### src/rtl/stereo_echo_engine_if.sv
// Audio frame handshake and external ring-buffer RAM bus for stereo_echo_engine.
// The engine connects through the slave modport. The codec-side and RAM-side logic uses the master modport.
interface stereo_echo_engine_if #(
  parameter int W  = 16,
  parameter int AW = 15
);
  logic          in_valid;
  logic          in_ready;
  logic [W-1:0]  in_left;
  logic [W-1:0]  in_right;
  logic          out_valid;
  logic [W-1:0]  out_left;
  logic [W-1:0]  out_right;
  logic [AW:0]   mem_addr;
  logic          mem_we;
  logic [W-1:0]  mem_wdata;
  logic [W-1:0]  mem_rdata;

  modport master (
    output in_valid, in_left, in_right, mem_rdata,
    input  in_ready, out_valid, out_left, out_right, mem_addr, mem_we, mem_wdata
  );

  modport slave (
    input  in_valid, in_left, in_right, mem_rdata,
    output in_ready, out_valid, out_left, out_right, mem_addr, mem_we, mem_wdata
  );
endinterface

### src/rtl/stereo_echo_engine.sv
// Stereo feedback-delay engine: per-frame read/compute/write pass over external per-channel ring buffers.
// Optional ECHO_CLEAR_EN: zero the whole RAM after reset before accepting frames.
module stereo_echo_engine #(
  parameter int W       = 16,
  parameter int AW      = 15,
  parameter int SHIFT_W = 5
) (
  input  logic               clk,
  input  logic               ADCLRCK,
  stereo_echo_engine_if.slave bus,
  input  logic [AW-1:0]      delay_time,
  input  logic [SHIFT_W-1:0] fb_shift,
  input  logic               bypass
);

  typedef enum logic [2:0] {
    IDLE, RD_L, RD_R, WR_L, WR_R, OUT
`ifdef ECHO_CLEAR_EN
    , CLEAR
`endif
  } state_t;

`ifdef ECHO_CLEAR_EN
  localparam state_t RESET_STATE = CLEAR;
  localparam logic   RESET_READY = 1'b0;
`else
  localparam state_t RESET_STATE = IDLE;
  localparam logic   RESET_READY = 1'b1;
`endif

  state_t             state, state_n;
  logic [AW-1:0]      ptr, ptr_n, dt, dt_n;
  logic [SHIFT_W-1:0] sh, sh_n;
  logic               bp, bp_n;
  logic [W-1:0]       x_l, x_l_n, x_r, x_r_n, y_l, y_l_n, y_r, y_r_n;
  logic               ready, ready_n, ovalid, ovalid_n, we, we_n;
  logic [W-1:0]       o_l, o_l_n, o_r, o_r_n, wdata, wdata_n;
  logic [AW:0]        addr, addr_n;
`ifdef ECHO_CLEAR_EN
  logic [AW:0]        clr, clr_n;
`endif

  // y = sat(x + (echo >>> s)); a shift of W or more removes the echo entirely rather than leaving -1.
  function automatic logic [W-1:0] mix(input logic [W-1:0] x, input logic [W-1:0] e,
                                       input logic [SHIFT_W-1:0] s);
    logic signed [W-1:0] t;
    logic signed [W:0]   sum;
    if (int'(s) >= W) t = '0;
    else              t = $signed(e) >>> s;
    sum = $signed({x[W-1], x}) + $signed({t[W-1], t});
    if (sum[W] != sum[W-1]) mix = sum[W] ? {1'b1, {(W-1){1'b0}}} : {1'b0, {(W-1){1'b1}}};
    else                    mix = sum[W-1:0];
  endfunction

  assign bus.in_ready  = ready;
  assign bus.out_valid = ovalid;
  assign bus.out_left  = o_l;
  assign bus.out_right = o_r;
  assign bus.mem_addr  = addr;
  assign bus.mem_we    = we;
  assign bus.mem_wdata = wdata;

  always_ff @(posedge clk or posedge ADCLRCK) begin
    if (ADCLRCK) state <= RESET_STATE;
    else         state <= state_n;
  end

  always_ff @(posedge clk or posedge ADCLRCK) begin
    if (ADCLRCK) begin
      ptr    <= '0;
      dt     <= '0;
      sh     <= '0;
      bp     <= 1'b0;
      x_l    <= '0;
      x_r    <= '0;
      y_l    <= '0;
      y_r    <= '0;
      ready  <= RESET_READY;
      ovalid <= 1'b0;
      o_l    <= '0;
      o_r    <= '0;
      addr   <= '0;
      we     <= 1'b0;
      wdata  <= '0;
`ifdef ECHO_CLEAR_EN
      clr    <= '0;
`endif
    end else begin
      ptr    <= ptr_n;
      dt     <= dt_n;
      sh     <= sh_n;
      bp     <= bp_n;
      x_l    <= x_l_n;
      x_r    <= x_r_n;
      y_l    <= y_l_n;
      y_r    <= y_r_n;
      ready  <= ready_n;
      ovalid <= ovalid_n;
      o_l    <= o_l_n;
      o_r    <= o_r_n;
      addr   <= addr_n;
      we     <= we_n;
      wdata  <= wdata_n;
`ifdef ECHO_CLEAR_EN
      clr    <= clr_n;
`endif
    end
  end

  // Outputs are registered. Each state computes the values the outputs must hold in the following state.
  always_comb begin
    state_n  = state;
    ptr_n    = ptr;
    dt_n     = dt;
    sh_n     = sh;
    bp_n     = bp;
    x_l_n    = x_l;
    x_r_n    = x_r;
    y_l_n    = y_l;
    y_r_n    = y_r;
    ready_n  = 1'b0;
    ovalid_n = 1'b0;
    o_l_n    = o_l;
    o_r_n    = o_r;
    addr_n   = addr;
    we_n     = 1'b0;
    wdata_n  = wdata;
`ifdef ECHO_CLEAR_EN
    clr_n    = clr;
`endif
    unique case (state)
      IDLE: begin
        ready_n = 1'b1;
        if (bus.in_valid && ready) begin
          x_l_n   = bus.in_left;
          x_r_n   = bus.in_right;
          dt_n    = delay_time;
          sh_n    = fb_shift;
          bp_n    = bypass;
          addr_n  = {1'b0, ptr};
          ready_n = 1'b0;
          state_n = RD_L;
        end
      end
      RD_L: begin
        addr_n  = {1'b1, ptr};
        state_n = RD_R;
      end
      RD_R: begin
        // The left echo sample arrives from the RAM in this cycle.
        y_l_n   = bp ? x_l : mix(x_l, bus.mem_rdata, sh);
        addr_n  = {1'b0, ptr};
        wdata_n = y_l_n;
        we_n    = !bp;
        state_n = WR_L;
      end
      WR_L: begin
        y_r_n   = bp ? x_r : mix(x_r, bus.mem_rdata, sh);
        addr_n  = {1'b1, ptr};
        wdata_n = y_r_n;
        we_n    = !bp;
        state_n = WR_R;
      end
      WR_R: begin
        o_l_n    = y_l;
        o_r_n    = y_r;
        ovalid_n = 1'b1;
        state_n  = OUT;
      end
      OUT: begin
        if (!bp) ptr_n = (ptr >= dt) ? '0 : ptr + 1'b1;
        ready_n = 1'b1;
        state_n = IDLE;
      end
`ifdef ECHO_CLEAR_EN
      CLEAR: begin
        addr_n  = clr;
        wdata_n = '0;
        we_n    = 1'b1;
        clr_n   = clr + 1'b1;
        if (clr == '1) begin
          ready_n = 1'b1;
          state_n = IDLE;
        end
      end
`endif
      default: state_n = RESET_STATE;
    endcase
  end

endmodule

### src/flat_wrapper.sv
// flat-port wrapper written by rule: the top's interface ports become plain ports
module stereo_echo_engine_flat 
#(
  parameter int W       = 16,
  parameter int AW      = 15,
  parameter int SHIFT_W = 5
)
  (clk, ADCLRCK, delay_time, fb_shift, bypass, bus_in_valid, bus_in_left, bus_in_right, bus_mem_rdata, bus_in_ready, bus_out_valid, bus_out_left, bus_out_right, bus_mem_addr, bus_mem_we, bus_mem_wdata);
  stereo_echo_engine_if #(.W(W), .AW(AW)) bus_i ();
  input  logic clk;
  input  logic ADCLRCK;
  input  logic [AW-1:0] delay_time;
  input  logic [SHIFT_W-1:0] fb_shift;
  input  logic bypass;
  input wire logic [$bits(bus_i.in_valid)-1:0] bus_in_valid;
  input wire logic [$bits(bus_i.in_left)-1:0] bus_in_left;
  input wire logic [$bits(bus_i.in_right)-1:0] bus_in_right;
  input wire logic [$bits(bus_i.mem_rdata)-1:0] bus_mem_rdata;
  output wire logic [$bits(bus_i.in_ready)-1:0] bus_in_ready;
  output wire logic [$bits(bus_i.out_valid)-1:0] bus_out_valid;
  output wire logic [$bits(bus_i.out_left)-1:0] bus_out_left;
  output wire logic [$bits(bus_i.out_right)-1:0] bus_out_right;
  output wire logic [$bits(bus_i.mem_addr)-1:0] bus_mem_addr;
  output wire logic [$bits(bus_i.mem_we)-1:0] bus_mem_we;
  output wire logic [$bits(bus_i.mem_wdata)-1:0] bus_mem_wdata;
  assign bus_i.in_valid = bus_in_valid;
  assign bus_i.in_left = bus_in_left;
  assign bus_i.in_right = bus_in_right;
  assign bus_i.mem_rdata = bus_mem_rdata;
  assign bus_in_ready = bus_i.in_ready;
  assign bus_out_valid = bus_i.out_valid;
  assign bus_out_left = bus_i.out_left;
  assign bus_out_right = bus_i.out_right;
  assign bus_mem_addr = bus_i.mem_addr;
  assign bus_mem_we = bus_i.mem_we;
  assign bus_mem_wdata = bus_i.mem_wdata;
  stereo_echo_engine #(.W(W), .AW(AW), .SHIFT_W(SHIFT_W)) u_core (.clk(clk), .ADCLRCK(ADCLRCK), .bus(bus_i), .delay_time(delay_time), .fb_shift(fb_shift), .bypass(bypass));
endmodule
### config.mk
export PLATFORM = sky130hd
export DESIGN_NAME = stereo_echo_engine_flat
export DESIGN_NICKNAME = d
export VERILOG_FILES = /design/src/rtl/stereo_echo_engine_if.sv /design/src/rtl/stereo_echo_engine.sv /design/src/flat_wrapper.sv
export SDC_FILE = /design/constraint.sdc
export NUM_CORES = 1
export LEC_CHECK = 0
export ABC_AREA = 1
export BUFFER_PORTS_ARGS = -buffer_cell sky130_fd_sc_hd__buf_4
export CAP_MARGIN = 15
export CORE_MARGIN = 4
export CORE_UTILIZATION = 58
export DETAILED_ROUTE_END_ITERATION = 10
export PLACE_DENSITY_LB_ADDON = 0.2
export SYNTH_ARGS = -nofsm -noshare
export SYNTH_HDL_FRONTEND = slang
export SYNTH_SLANG_ARGS = --single-unit
### constraint.sdc
create_clock -name clk -period 8.3 [get_ports clk]
set_clock_uncertainty 0.05 [all_clocks]
set_input_delay 2.49 -clock clk [delete_from_list [all_inputs] [get_ports clk]]
set_output_delay 2.49 -clock clk [all_outputs]
set_load 0.02 [all_outputs]
==> impl_metrics.ini, run 1 <==
[timing]
rsz0062_at_grt = false
hold_viol_final = 0
tns_ns = 0
setup_viol = 0
post-route-period-util_pct = 72.5
tightestPinTransition_ns = 1.02
drv_slew = 0
slew_headroom_pct = 31.9
min_period_ns = 6.02
fmax_mhz = 166

[power_and_ir_drop]
p_clk_share_pct = 16.5
power_density_mw_per_mm2 = 441
power_frac_seq_pct = 28.9
finalPower_mw = 5.11
power_switching_mw = 2.43
p_leak_nw = 5.84
peakVddDrop_mv = 0.263
p_int_mw = 2.68
comb_power_share_pct = 54.6
swShare_pct = 47.6

[synth]
syn_area_mm2 = 0.00984
synth_fp_nets = 1322
syn_area_per_cell_um2 = 8.16
synth_seq_cells = 170
yosys_warnings = 0
synth_cell_types = 49
synth-main-ff-cell = dfrtp_1
synth-edff-count = 0
yosysSeqAreaShare_pct = 43.3
netlist_instances = 1206
postSynth.asyncResetShare_pct = 100

[clock_network]
cts_setup_buffers = 0
cts_tree = done
clock_sinks = 170
cts_hold_buf = 0
postCtsResizedCells = 0
clk_path_buf_depth = 2
cts_made_buffers = 17
cts_root_buf = clkbuf_16
clk_latency_ns = 0.43
htree_levels = 4
path_clk_slew_ns = 0.07

[floorplanning]
initial_core_util_pct = 59.3
die-area_mm2 = 0.0191
dieHeight_um = 138
rows = 47
core_mm2 = 0.0166
io_pins = 139
die_w_um = 138

[drt]
drt_wl_total_mm = 26.3
num_vias = 8628
dr.pass1.iters = 5
ant_nets = 0
drtIter0Drc = 648
drt-vias-per-instance = 5.54
drc = 0
wl_per_cell_um = 16.9

[placement]
place_inst = 1526
place.port_buffers = 138
globalplace.congestion = 0.956
hpwlAfterDp_mm = 19.5

[worst_setup_path]
arrival_ns = 6.27
required_ns = 8.55
slowest_stage = a2111oi_0
cp_common_cell = a21oi_1
worstSetupPathType = input port to flip-flop
end_kind = flip-flop
start_kind = input port
cp_slowest_stage_delay_ns = 0.69
path_cells = buf_4 -> nand2_1 -> a21oi_1 -> a31oi_1 -> o21ai_0 -> nand2_1 -> a21oi_1 -> ha_1 -> a21oi_1 -> inv_1 -> a21oi_1 -> nor2_1 -> a2111oi_0 -> nand2_2 -> nand2_2 -> nand2_4 -> a21oi_4 -> o21ai_1 -> o211ai_1 -> nand3_1
worst-path-max-fanout = 12

[job]
cap_violations = 0

[global_routing]
globalRouteOverflowTotal = 0
antenna_found_initial = 0
grt_max_degree = 93
first_global_vias = 8275
grtUsageTotal_pct = 27.7
grt_pass1_wl_mm = 43.1

[outcome]
status = complete, no violations

[finish]
antennaDiodeCount = 0
drive_above_1_share_pct = 20.8
areaGrowthSynthToFinish_pct = 17.8
final_core_util_pct = 69.9
finalNonFillerCells = 1557
final_nets = 1441

[hold_path]
hold_path.class = flip-flop to flip-flop
-- cell families after synthesis --
logic type,after synthesis,synth area share (%)
and+or+nand+nor,519,24.2
AOI/OAI and AO/OA,250,14.5
buffers and inverters,170,7.09
DFF,170,43.3
adders and majority gates,44,5.60
xor gates and xnor gates,27,2.40
muxes,26,2.98
-- flip-flops by register name, indices dropped and copies added (netlist names) --
signal                flops
u_core.bus.mem_addr      16
u_core.bus.mem_wdata     16
u_core.bus.out_left      16
u_core.bus.out_right     16
u_core.x_l               16
u_core.x_r               16
u_core.y_l               16
u_core.y_r               16
u_core.dt                15
u_core.ptr               15
u_core.sh                 5
u_core.state              3
u_core.bp                 1
u_core.bus.in_ready       1
u_core.bus.mem_we         1
u_core.bus.out_valid      1
-- routing by layer --
metal  up-vias  wire, µm  global-route usage [%]
li1       4242         -                       -
met1      4072     11500                    37.8
met2       277     12600                    45.3
met3        37      1550                    5.46
met4         0       662                    8.06
met5         -         0                       0
-- cells in the mapped netlist (4+ instances only) --
cell / count / share of area, %
inv_2: 7 / 0.27
nand4_1: 9 / 0.57
o211ai_1: 8 / 0.61
nor3_1: 11 / 0.56
o21a_1: 4 / 0.31
buf_6: 6 / 0.69
xor2_1: 14 / 1.2
nand3b_1: 4 / 0.31
buf_2: 4 / 0.20
nor2_1: 117 / 4.5
nor3b_1: 4 / 0.31
o21ai_1: 37 / 1.9
o21ai_0: 66 / 3.4
nand2_4: 5 / 0.57
a21oi_1: 104 / 5.3
o211ai_2: 7 / 0.89
clkbuf_1: 29 / 1.1
xnor2_1: 13 / 1.2
mux2_2: 26 / 3.0
inv_1: 118 / 4.5
ha_1: 44 / 5.6
nand3_1: 77 / 3.9
nand3_2: 15 / 1.5
dfrtp_1: 169 / 43
nand2_2: 20 / 1.3
nand2_1: 246 / 9.4
-- power groups by stage --
stage	clock network (mW)	registers, mW	logic (mW)
finish	0.842	1.47	2.79
global route	0.891	1.51	3.10
CTS	0.852	1.47	2.78
detailed placement	0	1.47	2.75
global placement	0	1.47	2.72
floorplan	0	1.53	1.90
-- placed cells by master, fill, tap and decap left out, types with 5 or more instances in the layout --
master     instances
o21ai_1           37
buf_4            143
inv_6              7
o211ai_2           7
nand2_4            5
o211ai_1           8
nand2_1          245
inv_2              7
xnor2_1           13
nand3_1           77
inv_1            117
nor2_1           116
nand2_2           21
mux2_2            26
dfrtp_1          169
a21oi_1          104
ha_1              44
nor3_1            11
xor2_1            14
nand4_1            9
clkbuf_16         17
o21ai_0           66
nand3_2           15
-- cell type report --
| cell class | instances | area, µm² |
|---|---|---|
| well taps | 220 | 275 |
| clock inverters | 14 | 185 |
| inverters | 127 | 487 |
| fillers | 1361 | 4990 |
| flip-flops and latches | 170 | 4260 |
| repair buffers | 143 | 1070 |
| multi-input cells | 866 | 4890 |
| clock buffers | 17 | 425 |
-- worst max-delay path: cells and delay by family --
| family | cells | cell delay, ns |
|---|---|---|
| compound gates | 10 | 2.62 |
| simple gates | 7 | 0.65 |
| fa+ha+maj | 1 | 0.35 |
| buf+inv | 2 | 0.15 |
-- stage by stage --
stage	hold slack, ns	cell area (µm²)	worst slack (ns)
final	0.440	11600	2.28
after global routing	0.469	11600	2.06
after CTS	0.441	11600	2.41
after detailed placement	0.424	11000	1.96
after global placement	0.419	11000	2.15
after floorplan	0.431	9840	1.16
-- worst paths after layout --
| kind | startpoint | to | slack, ns | cells after the start |
|---|---|---|---|---|
| max in group asynchronous | ADCLRCK | u_core.x_r[4] | 4.54 | 3 |
| min in group asynchronous | ADCLRCK | u_core.bus.out_valid | 2.14 | 2 |
| setup / recovery | bus_mem_rdata[13] | u_core.bus.mem_wdata[9] | 2.28 | 20 |
| hold reg to reg | u_core.bus.out_right[1] | u_core.bus.out_right[1] | 0.44 | 2 |
| hold / removal | u_core.bus.out_right[1] | u_core.bus.out_right[1] | 0.44 | 2 |
| setup reg to reg | u_core.sh[0] | u_core.bus.mem_wdata[9] | 3.60 | 19 |
No activity file was read; power rests on OpenSTA's default activity.
==> run 2: changes to the inputs <==
--- a/config.mk
+++ b/config.mk
@@ -9,7 +9,7 @@
 export BUFFER_PORTS_ARGS = -buffer_cell sky130_fd_sc_hd__buf_4
 export CAP_MARGIN = 15
 export CORE_MARGIN = 4
-export CORE_UTILIZATION = 58
+export CORE_UTILIZATION = 53
 export DETAILED_ROUTE_END_ITERATION = 10
 export PLACE_DENSITY_LB_ADDON = 0.2
 export SYNTH_ARGS = -nofsm -noshare
==> constraint.sdc (replaced) <==
create_clock -name clk -period 5 [get_ports clk]
set_clock_uncertainty 0.05 [all_clocks]
set_input_delay 1.5 -clock clk [delete_from_list [all_inputs] [get_ports clk]]
set_output_delay 1.5 -clock clk [all_outputs]
set_load 0.02 [all_outputs]
==> impl_metrics.ini, run 2 (synthesis results as in run 1) <==
[outcome]
status = complete, no violations

[finish]
final_area_mm2 = 0.0118
final_common_cell = nand2_1
antennaDiodeCount = 0
final_nets = 1460
areaGrowthSynthToFinish_pct = 20.0
finalNonFillerCells = 1586
final_core_util_pct = 65.3
drive_above_1_share_pct = 21.9
final_cell_mix = nand2_1, dfrtp_1, buf_4

[worst_setup_path]
arrival_ns = 4.68
end_kind = flip-flop
worstSetupPathType = input port to flip-flop
ff2ff_setup_slack_ns = 0.97
crit-reg2reg-launch = u_core.sh[0]
rr_worst_depth = 22
required_ns = 5.31
rr_endpoint = u_core.bus.mem_wdata[2]
start_kind = input port
worst-path-max-fanout = 6

[drt]
dr.pass1.iters = 5
num_vias = 8582
drc = 0
drt-vias-per-instance = 5.41
drt_wl_total_mm = 26.3
drtIter0Drc = 619
wl_per_cell_um = 16.6
ant_nets = 0

[timing]
slew_headroom_pct = 33.3
tns_ns = 0
worst_slack_ns = 0.636
rsz0062_at_grt = false
setup_viol = 0
holdWs_ns = 0.437
hold_viol_final = 0
fmax_mhz = 229
min_period_ns = 4.36
drv_slew = 0
post-route-period-util_pct = 87.3
tightestPinTransition_ns = 0.997

[clock_network]
cts_root_buf = clkbuf_16
cts_made_buffers = 17
cts_hold_buf = 0
cts_setup_buffers = 0
clk_latency_ns = 0.44
cts_tree = done
clk_path_buf_depth = 2
clock_sinks = 170
path_clk_slew_ns = 0.07
postCtsResizedCells = 0
htree_levels = 4

[global_routing]
grt_max_degree = 171
globalRouteOverflowTotal = 0
grt_pass1_wl_mm = 42.1
first_global_vias = 8325
antenna_found_initial = 0
grtUsageTotal_pct = 25.7

[floorplanning]
die-area_mm2 = 0.0208
dieHeight_um = 144
initial_core_util_pct = 54.4
rows = 49
io_pins = 139
core_mm2 = 0.0181
die_w_um = 144

[placement]
placed_area_mm2 = 0.0112
globalplace.congestion = 0.985
place_inst = 1554
place.port_buffers = 138
hpwlAfterDp_mm = 19.7
dp_slack_ns = 0.238

[hold_path]
hold_path.class = flip-flop to flip-flop
holdPathEnd = u_core.bus.out_right[12]
hold_start = u_core.bus.out_right[12]
holdPathStages = 2

[power_and_ir_drop]
power_density_mw_per_mm2 = 735
p_leak_nw = 5.95
finalPower_mw = 8.68
peakVddDrop_mv = 0.347

[job]
cap_violations = 0
[run 2: changes by cell type in the layout (fill, tap and decap cells not counted)]
cell / before / now
clkinv_4: 0 / 1
clkinvlp_4: 1 / 3
clkbuf_1: 0 / 1
buf_12: 0 / 3
buf_4: 143 / 159
bufinv_16: 3 / 4
clkinv_2: 2 / 1
inv_6: 7 / 6
inv_8: 3 / 1
[run 2: critical path, cell delays in order]
cell       delay (ns)
buf_4            0.08
nand2_1          0.07
a21oi_1          0.21
a31oi_1          0.08
o21ai_0          0.25
nand2_1          0.09
a21oi_1          0.27
ha_1             0.31
a21oi_1          0.13
inv_1            0.07
a21oi_1          0.17
nor2_1           0.06
a2111oi_0        0.30
buf_4            0.20
nand2_2          0.06
nand2_1          0.06
nand2_1          0.07
nand2_1          0.23
nand3_1          0.18
nand2_1          0.11
o211ai_2         0.09
nand3_1          0.10
[run 2: how the worst max path moves through the flow]
stage,start,slack (ns),endpoint
2_1_floorplan,bus_mem_rdata[13],0.61,u_core.bus.mem_wdata[12]
3_3_place_gp,bus_mem_rdata[13],0.27,u_core.y_r[2]
3_5_place_dp,bus_mem_rdata[13],0.24,u_core.bus.mem_wdata[2]
4_1_cts,bus_mem_rdata[13],0.65,u_core.bus.mem_wdata[2]
5_1_grt,bus_mem_rdata[13],0.26,u_core.y_r[2]
6_report,bus_mem_rdata[13],0.64,u_core.bus.mem_wdata[2]
[run 2: report_power, final]
part | switching (mW) | internal (mW)
Sequential | 0.473 | 1.97
Combinational | 2.98 | 1.81
Clock | 0.596 | 0.848
[run 2: final cells by class]
type | instances | area [µm²]
clock buffer | 18 | 429
timing repair buffer | 162 | 1250
tap | 229 | 287
multi-input combinational | 866 | 4890
clock inverter | 14 | 204
sequential | 170 | 4260
inverter | 127 | 485
fill | 1570 | 6280
[run 2: per-layer routing]
metal	up-vias	global-route usage, %	routed length [µm]
met5	-	0	0
met1	4022	34.9	11700
met4	0	9.43	802
li1	4270	-	-
met2	246	40.8	12200
met3	44	5.56	1520
